[src/rtl/cp0_excctl.sv]
// CP0 exception controller at the M stage: SR/Cause/EPC/PRId, exception and interrupt entry, eret.
// Optional BadVAddr register (addr 8) is built only when CP0_BADVADDR_EN is defined.
module cp0_excctl #(
    parameter logic [31:0] PRID    = 32'h2017_1205,
    parameter logic [31:0] HANDLER = 32'h0000_4180
) (
    input  logic        clk,
    input  logic        reset,
    input  logic        we,
    input  logic [4:0]  addr,
    input  logic [31:0] wdata,
    output logic [31:0] rdata,
    input  logic [31:0] pc_m,
    input  logic        bd_m,
    input  logic [4:0]  exccode_m,
    input  logic [31:0] badaddr_m,
    input  logic [5:0]  hwint,
    input  logic        eret_m,
    output logic        exc_req,
    output logic [31:0] handler_pc,
    output logic [31:0] epc_out
);

    localparam logic [4:0] ADDR_BADVADDR = 5'd8;
    localparam logic [4:0] ADDR_SR       = 5'd12;
    localparam logic [4:0] ADDR_CAUSE    = 5'd13;
    localparam logic [4:0] ADDR_EPC      = 5'd14;
    localparam logic [4:0] ADDR_PRID     = 5'd15;
    localparam logic [4:0] EXC_ADEL      = 5'd4;
    localparam logic [4:0] EXC_ADES      = 5'd5;

    logic [5:0]  sr_im_reg;
    logic        sr_exl_reg;
    logic        sr_ie_reg;
    logic        cause_bd_reg;
    logic [5:0]  cause_ip_reg;
    logic [4:0]  cause_exc_reg;
    logic [29:0] epc_reg;          // EPC[31:2]; the low two bits are always zero

    logic [5:0]  pending;
    logic        int_req;
    logic        exc_exc;
    logic [31:0] pc_aligned;
    logic [31:0] epc_next;
    logic [31:0] sr_word;
    logic [31:0] cause_word;
    logic [31:0] epc_word;

    genvar gi;
    generate
        for (gi = 0; gi < 6; gi++) begin : g_pending
            assign pending[gi] = hwint[gi] & sr_im_reg[gi];
        end
    endgenerate

    assign int_req = (|pending) & sr_ie_reg & ~sr_exl_reg;
    assign exc_exc = (exccode_m != 5'd0) & ~sr_exl_reg;
    assign exc_req = int_req | exc_exc;

    // A delay-slot victim restarts at the branch, one word earlier; wraps modulo 2^32.
    assign pc_aligned = {pc_m[31:2], 2'b00};
    assign epc_next   = bd_m ? (pc_aligned - 32'd4) : pc_aligned;

    assign sr_word    = {16'h0000, sr_im_reg, 8'h00, sr_exl_reg, sr_ie_reg};
    assign cause_word = {cause_bd_reg, 15'h0000, cause_ip_reg, 3'b000, cause_exc_reg, 2'b00};
    assign epc_word   = {epc_reg, 2'b00};

    assign handler_pc = HANDLER;
    assign epc_out    = epc_word;

    always_ff @(posedge clk) begin
        if (reset) begin
            sr_im_reg     <= 6'd0;
            sr_exl_reg    <= 1'b0;
            sr_ie_reg     <= 1'b0;
            cause_bd_reg  <= 1'b0;
            cause_ip_reg  <= 6'd0;
            cause_exc_reg <= 5'd0;
            epc_reg       <= 30'd0;
        end else begin
            cause_ip_reg <= hwint;
            if (exc_req) begin
                sr_exl_reg    <= 1'b1;
                cause_bd_reg  <= bd_m;
                cause_exc_reg <= int_req ? 5'd0 : exccode_m;
                epc_reg       <= epc_next[31:2];
            end else if (eret_m) begin
                sr_exl_reg <= 1'b0;
            end else if (we) begin
                if (addr == ADDR_SR) begin
                    sr_im_reg  <= wdata[15:10];
                    sr_exl_reg <= wdata[1];
                    sr_ie_reg  <= wdata[0];
                end else if (addr == ADDR_EPC) begin
                    epc_reg <= wdata[31:2];
                end
            end
        end
    end

`ifdef CP0_BADVADDR_EN
    logic [31:0] badvaddr_reg;

    always_ff @(posedge clk) begin
        if (reset) begin
            badvaddr_reg <= 32'd0;
        end else if (exc_req && !int_req &&
                     (exccode_m == EXC_ADEL || exccode_m == EXC_ADES)) begin
            badvaddr_reg <= badaddr_m;
        end
    end
`else
    logic unused_badaddr;
    assign unused_badaddr = ^badaddr_m;
`endif

    always_comb begin
        rdata = 32'd0;
        case (addr)
`ifdef CP0_BADVADDR_EN
            ADDR_BADVADDR: rdata = badvaddr_reg;
`endif
            ADDR_SR:       rdata = sr_word;
            ADDR_CAUSE:    rdata = cause_word;
            ADDR_EPC:      rdata = epc_word;
            ADDR_PRID:     rdata = PRID;
            default:       rdata = 32'd0;
        endcase
    end

`ifndef CP0_BADVADDR_EN
    logic unused_addr8;
    assign unused_addr8 = (ADDR_BADVADDR == 5'd0) | (EXC_ADEL == 5'd0) | (EXC_ADES == 5'd0);
`endif

endmodule

[config.mk]
export PLATFORM = sky130hd
export DESIGN_NAME = cp0_excctl
export DESIGN_NICKNAME = d
export VERILOG_FILES = /design/src/rtl/cp0_excctl.sv
export SDC_FILE = /design/constraint.sdc
export NUM_CORES = 1
export LEC_CHECK = 0
export ABC_CLOCK_PERIOD_IN_PS = 6700
export CORE_ASPECT_RATIO = 1.5
export CORE_MARGIN = 2
export CORE_UTILIZATION = 40
export CTS_CLUSTER_SIZE = 8
export DETAILED_ROUTE_END_ITERATION = 16
export PLACE_DENSITY = 0.83
export SETUP_SLACK_MARGIN = 0.02
export SKIP_LAST_GASP = 1
export SLEW_MARGIN = 5
export SYNTH_ARGS = -nofsm -noshare
export SYNTH_HDL_FRONTEND = slang
export SYNTH_SLANG_ARGS = --single-unit
[constraint.sdc]
create_clock -name clk -period 6.7 [get_ports clk]
set_clock_uncertainty 0.15 [all_clocks]
set_input_delay 1.675 -clock clk [delete_from_list [all_inputs] [get_ports clk]]
set_output_delay 1.675 -clock clk [all_outputs]
set_load 0.01 [all_outputs]
**Word-level counts from Yosys, hierarchy flattened**

Index checks and enable logic that the tools add are counted.

- Word-level logic and storage cells: 48
- Flip-flop bits (word level): 50

- Add/sub/neg operators: 1
- Multiplexer cells: 12
- Equality and inequality tests: 6
- Bitwise operators: 13
- Reduce and logical (&&, ||, !) cells: 9

Operator list:

| operator | count |
|---|---|
| 2-to-1 mux 30 bit | 5 |
| one-hot mux 32 bit (4 select lines) | 1 |
| 2-to-1 mux 32 bit | 1 |
| subtractor 32 x 3 -> 32 bit (second input constant) | 1 |
| == test 5 x 4 -> 1 bit (second input constant) | 4 |
| bitwise AND 1 bit | 9 |
| AND reduction 4 bit | 2 |
| nonzero test 3 bit | 2 |
| OR reduction 6 bit | 1 |
| 2-to-1 mux 5 bit | 1 |
| nonzero test 5 bit | 1 |
| 2-to-1 mux 1 bit | 4 |
| nonzero test 2 bit | 2 |
| inverter 1 bit | 3 |
| inequality test 2 x 1 -> 1 bit (second input constant) | 1 |
| inequality test 2 bit (second input constant) | 1 |
| AND reduction 2 bit | 1 |
| OR 1 bit | 1 |

**Depth between registers and ports, before layout**

Gate-level depths: netlist (run 1).

- Depth in word-level cells: 7
- Mapped depth: 7
- Mapped depth without buffers: 6

**Worst setup path after synthesis (run 1)**

Ideal clock, no wire load.

- Path type: input to output
- Start: input port exccode_m[0]
- End: output port exc_req
- Arrival: 2.792 ns
- Required time: 4.875 ns
- Cell stages on the path: 5
- Path buffers: 1
- Setup slack: 2.083 ns
- Cell sequence: or4_1 o21a_1 nor2_1 inv_1 clkbuf_8

- Cells in the longest elaborated chain, start to end: 3

RTL lines:

| what | RTL line | source |
|---|---|---|
| start: declaration | 15 | `input logic [4:0] exccode_m,` |
| nonzero test 5 bit | 57 | `assign exc_exc = (exccode_m != 5'd0) & ~sr_exl_reg;` |
| bitwise AND 1 bit | 57 |  |
| OR 1 bit | 58 | `assign exc_req = int_req \| exc_exc;` |
| end: declaration | 19 | `output logic exc_req,` |

No other way between the ends.

**Worst setup path in the final report (run 1)**

- Start: input port addr[1]
- End: output port rdata[5]

- Cells in the longest elaborated chain, start to end: 2

RTL lines:

| what | RTL line | source |
|---|---|---|
| start: declaration | 10 | `input logic [4:0] addr,` |
| == test 5 x 4 -> 1 bit | 119 | `case (addr)` |
| one-hot mux 32 bit (4 select lines) (*) | 119 |  |
| end: declaration | 12 | `output logic [31:0] rdata,` |

Mark *: on every way between the ends. The rest lies on a longest branch, timed or not.

==> results of run 1 <==
layout make-up:
type / count / area, um2 / area share (%)
inverter: 4 / 15.0 / 0.284
tap: 112 / 140 / 2.65
clock inverter: 2 / 12.5 / 0.236
timing repair buffer: 158 / 1540 / 29.2
clock buffer: 6 / 139 / 2.62
sequential: 50 / 1000 / 18.9
multi-input combinational: 364 / 2440 / 46.1
path summary, 6_finish.rpt:
kind / endpoint / slack (ns) / cells past startpoint
hold / removal: cause_exc_reg[0] / 0.32 / 2
hold reg to reg: cause_exc_reg[0] / 0.32 / 2
setup / recovery: rdata[5] / 1.04 / 7
setup reg to reg: sr_im_reg[0] / 4.58 / 4
kinds of logic (layout without fill, tap and decap cells):
logic type	after synthesis	count (layout)	synth area share, %
AO/OA/AOI/OAI	127	127	24.7
XOR/XNOR	9	9	2.08
adder cells (fa/ha/maj)	1	1	0.330
buffers and inverters	79	170	12.8
flip-flops	50	50	26.4
multiplexers	22	22	5.84
other	2	34	0.198
AND/OR/NAND/NOR	171	171	27.7
synth_stat cells, types with 7 or more instances:
master | n | share of area (%)
dfxtp_1 | 50 | 26
buf_4 | 34 | 6.7
nor2_1 | 32 | 3.2
o31ai_1 | 32 | 6.3
nand4_1 | 27 | 4.5
clkbuf_1 | 26 | 2.6
mux2i_1 | 21 | 5.5
a211oi_1 | 19 | 3.8
a21oi_1 | 18 | 2.4
nand2b_1 | 18 | 3.0
a31oi_1 | 15 | 2.5
and3_1 | 14 | 2.3
a41o_1 | 13 | 3.4
nand3_1 | 11 | 1.5
or4_1 | 11 | 2.2
nor2b_1 | 9 | 1.5
or3_1 | 9 | 1.5
and4_1 | 8 | 1.8
nor4_1 | 7 | 1.2
xor2_1 | 7 | 1.6
report_power, final:
part / leakage, nW / internal, W / switching [W]
logic: 1.38 / 0.000120 / 0.000116
clock network: 0.0729 / 0.000148 / 0.000115
registers: 0.414 / 0.000320 / 0.0000172
total: 1.86 / 0.000588 / 0.000248
metal layers:
layer	GRT usage (%)	routed length (um)	up-vias
met5	0	0	-
met4	8.87	248	0
met3	3.40	806	16
met2	46.1	6840	209
met1	26.0	4720	1928
li1	-	-	1964
through the flow:
stage               instance area (um2)  total power, W  hold WS (ns)  util, %
finish                             5290        0.000836         0.316     57.2
global route                       5290        0.000872         0.339     57.2
CTS                                5290        0.000838         0.318     57.2
detailed placement                 5140        0.000577         0.308     55.6
global placement                   5140        0.000572         0.304     55.6
floorplan                          3910        0.000465         0.293        -
critical path, cell delays in order:
cell	delay (ns)
clkdlybuf4s50_1	0.46
buf_4	0.20
nor2b_2	0.18
buf_4	0.43
a22oi_1	0.16
nor2_1	0.13
clkdlybuf4s50_1	0.58
==> results_dict.tcl, run 1 <==
set metrics [dict create \
    required_ns 4.88 \
    ios 214 \
    finalHoldViolCount 0 \
    die_area_um2 10300 \
    cts-buffers-inserted 5 \
    ys_ff_latch 50 \
    place_ws_ns 1.07 \
    num_rows 43 \
    clk_pin_slew_ns 0.07 \
    yosysWarnings 0 \
    grt_use_total_pct 23.7 \
    critPathLaunchType "input port" \
    reg2reg_from "sr_im_reg[0]" \
    layout_common_cells "144 x clkdlybuf4s50_1, 50 x dfxtp_1, 34 x conb_1" \
    worst_slew_pin_slew_ns 0.990 \
    arrival_ns 3.83 \
    largest_register_ff_count 30 \
    core_area_um2 9250 \
    ant_nets 0 \
    wirelength_um 12600 \
    avgSynthCellArea_um2 8.23 \
    synth_edf_count 0 \
    start_util_pct 41.0 \
    status "finished clean" \
    antenna_cells 0 \
    startpoint "addr[1]" \
    min_path_type "register to register" \
    hold_buffers 0 \
    final_common_cell "clkdlybuf4s50_1" \
    final.min_clock_period_ns 5.66 \
    instances_no_fill 696 \
    insertion_delay_ns 0.29 \
    dpl.cell_count 688 \
    finalWorstSetupSlack_ns 1.04 \
    grt_start_max_net_pins 58 \
    cts-resized-gates 0 \
    overflow 0 \
    fillerInstances 847 \
    fmax_ghz 0.177 \
    synth_cell_types 60 \
    num_vias 4117 \
    powerDensity_nw_per_um2 158 \
    place_congestion 0.847 \
    rsz0062_at_grt "false" \
    end_kind "output port" \
    drv_slew 0 \
    p_leak_nw 1.86 \
    via_per_inst 5.92 \
    max-cap-violations 0 \
    grt_pass1_wl_um 19800 \
    htreeDepth 2 \
    drc 0 \
    synthArstFlopShare_pct 0 \
    slew-limit-headroom_pct 34.0 \
    drt_iter0_markers 306 \
    fp.dieH_um 123 \
    ir_drop_mv 0.0986 \
    min_from "cause_exc_reg[0]" \
    dp_hpwl_um 9310 \
    syn-cell-area_um2 3790 \
    cts.path.max_buffers 2 \
    finalCritPeriodShare_pct 84.4 \
    setup_viol 0 \
    post_cts.repair.setup_buffers 0 \
    portBuffers 145 \
    cp_max_fo 42 \
    drive_above_1_share_pct 6.68 \
    yosysSeqAreaShare_pct 26.4 \
    tritoncts "done" \
    grt_antenna_before_repair 0 \
    clockRootBuffer "clkbuf_16" \
    synth_flop_cell "dfxtp_1" \
    area_delta_synth_final_pct 39.5 \
    wl_per_cell_um 18.1 \
    grt_pass1_vias 4034 \
    worstSetupPathType "input port to output port" \
    finalNetCount 701 \
    die_x_um 83.5 \
    clock-sinks 50 \
    synth_cells 461 \
    firstDrtPassIters 5 \
    finalSetupTns_ns 0 \
]
(Power assumes the default switching activity.)
==> run 2: changes to the inputs <==
--- a/config.mk
+++ b/config.mk
@@ -5,13 +5,13 @@
 export SDC_FILE = /design/constraint.sdc
 export NUM_CORES = 1
 export LEC_CHECK = 0
-export ABC_CLOCK_PERIOD_IN_PS = 6700
+export ABC_CLOCK_PERIOD_IN_PS = 4920
 export CORE_ASPECT_RATIO = 1.5
 export CORE_MARGIN = 2
-export CORE_UTILIZATION = 40
+export CORE_UTILIZATION = 35
 export CTS_CLUSTER_SIZE = 8
 export DETAILED_ROUTE_END_ITERATION = 16
-export PLACE_DENSITY = 0.83
+export PLACE_DENSITY = 0.77
 export SETUP_SLACK_MARGIN = 0.02
 export SKIP_LAST_GASP = 1
 export SLEW_MARGIN = 5
==> constraint.sdc (replaced) <==
create_clock -name clk -period 4.92 [get_ports clk]
set_clock_uncertainty 0.15 [all_clocks]
set_input_delay 1.23 -clock clk [delete_from_list [all_inputs] [get_ports clk]]
set_output_delay 1.23 -clock clk [all_outputs]
set_load 0.01 [all_outputs]
==> results_dict.tcl, run 2 (synthesis results as in run 1) <==
set metrics [dict create \
    status "finished clean" \
    grt_use_total_pct 21.9 \
    max_stage_delay_ns 0.56 \
    drc 0 \
    rsz0062_at_grt "false" \
    hold_buffers 0 \
    p_leak_nw 1.87 \
    finalSetupTns_ns 0 \
    multi_input_area_um2 2440 \
    crit_top_cell "clkdlybuf4s50_1" \
    cts-resized-gates 0 \
    tritoncts "done" \
    firstDrtPassIters 4 \
    required_ns 3.54 \
    via_per_inst 5.68 \
    hold_slack_ns 0.321 \
    finalNetCount 704 \
    cts.path.max_buffers 2 \
    slowest_stage "or4_1" \
    clockRootBuffer "clkbuf_16" \
    clk_pin_slew_ns 0.07 \
    powerDensity_nw_per_um2 209 \
    wirelength_um 13000 \
    holdPathEnd "cause_exc_reg[2]" \
    drive_above_1_share_pct 7.00 \
    ios 214 \
    ir_drop_mv 0.122 \
    overflow 0 \
    finalCritPeriodShare_pct 93.2 \
    portBuffers 145 \
    worstSetupPathType "input port to output port" \
    finalWorstSetupSlack_ns 0.335 \
    arrival_ns 3.21 \
    grt_antenna_before_repair 0 \
    r2r-end "sr_ie_reg" \
    num_rows 46 \
    reg2reg_from "sr_im_reg[0]" \
    reg2regPathDepth 4 \
    clock-sinks 50 \
    area_delta_synth_final_pct 40.9 \
    startpoint "exccode_m[0]" \
    core_area_um2 10600 \
    regArea_um2 1000 \
    dpl.cell_count 723 \
    place_ws_ns 0.341 \
    fillerInstances 1037 \
    path_cells "clkdlybuf4s50_1 > or4_1 > o21a_1 > nor2_1 > inv_1 > clkdlybuf4s50_1" \
    instances_no_fill 730 \
    rrSetupSlack_ns 2.77 \
    die_area_um2 11700 \
    ant_nets 0 \
    setup_viol 0 \
    finalPower_w 0.00112 \
    fp.dieH_um 132 \
    insertion_delay_ns 0.29 \
    final.min_clock_period_ns 4.59 \
    grt_start_max_net_pins 58 \
    drt_iter0_markers 247 \
    fmax_ghz 0.218 \
    cp_max_fo 2 \
    htreeDepth 2 \
    start_util_pct 35.8 \
    drv_slew 0 \
    grt_pass1_wl_um 20400 \
    die_x_um 89.0 \
    cts-buffers-inserted 5 \
    num_vias 4146 \
    wl_per_cell_um 17.8 \
    largest_register_ff_count 30 \
    min_path_type "register to register" \
    dp_hpwl_um 9730 \
    critPathLaunchType "input port" \
    min_from "cause_exc_reg[2]" \
    min_path_cells 2 \
    antenna_cells 0 \
    post_cts.repair.setup_buffers 0 \
    finalHoldViolCount 0 \
    grt_pass1_vias 4122 \
    place_congestion 0.849 \
    max-cap-violations 0 \
    end_kind "output port" \
    layout_common_cells "144 x clkdlybuf4s50_1, 50 x dfxtp_1, 34 x conb_1" \
    slew-limit-headroom_pct 34.9 \
    final_common_cell "clkdlybuf4s50_1" \
    worst_slew_pin_slew_ns 0.977 \
]
-- run 2: changes by cell type in the layout (fill, tap and decap cells not counted), sizes merged --
cell      previous run  this run
buf                 14        17
clkbuf               6         5
clkinv               1         0
clkinvlp             1         2
-- run 2: final cells by class --
type | instances | area share [%]
tap | 144 | 3.37
clock inverter | 2 | 0.281
inverter | 4 | 0.281
clock buffer | 5 | 2.34
sequential | 50 | 18.7
multi-input combinational | 364 | 45.7
timing repair buffer | 161 | 29.3
-- run 2: worst max-delay path, delay by kind of cell --
family,cells,cell delay (ns)
simple gates,2,0.72
buf+inv,3,1.02
compound gates,1,0.22
-- run 2: metal layers --
metal  vias to the layer above  wire (um)  track usage, %  share of wire (%)
li1                       1966          -               -                  -
met1                      1963       4930            24.8                 38
met2                       189       6880            39.6                 53
met3                        28        758            2.58                5.8
met4                         0        388            9.45                3.0
met5                         -          0               0                  0
-- run 2: worst max path at each step --
| stage | endpoint | cells past startpoint |
|---|---|---|
| 2_1_floorplan | exc_req | 5 |
| 3_3_place_gp | exc_req | 6 |
| 3_5_place_dp | exc_req | 6 |
| 4_1_cts | exc_req | 6 |
| 5_1_grt | exc_req | 6 |
| 6_report | exc_req | 6 |
-- run 2: power breakdown --
group | internal [W] | switching [W]
combinational | 0.000165 | 0.000158
sequential | 0.000435 | 0.0000240
clock | 0.000186 | 0.000151
total | 0.000786 | 0.000333
-- run 2: per-stage QoR --
step           util (%)  instance area [um2]
3_5_place_dp       49.1                 5200
5_1_grt            50.5                 5340
2_1_floorplan         -                 3910
3_3_place_gp       49.1                 5200
6_report           50.5                 5340
4_1_cts            50.5                 5340
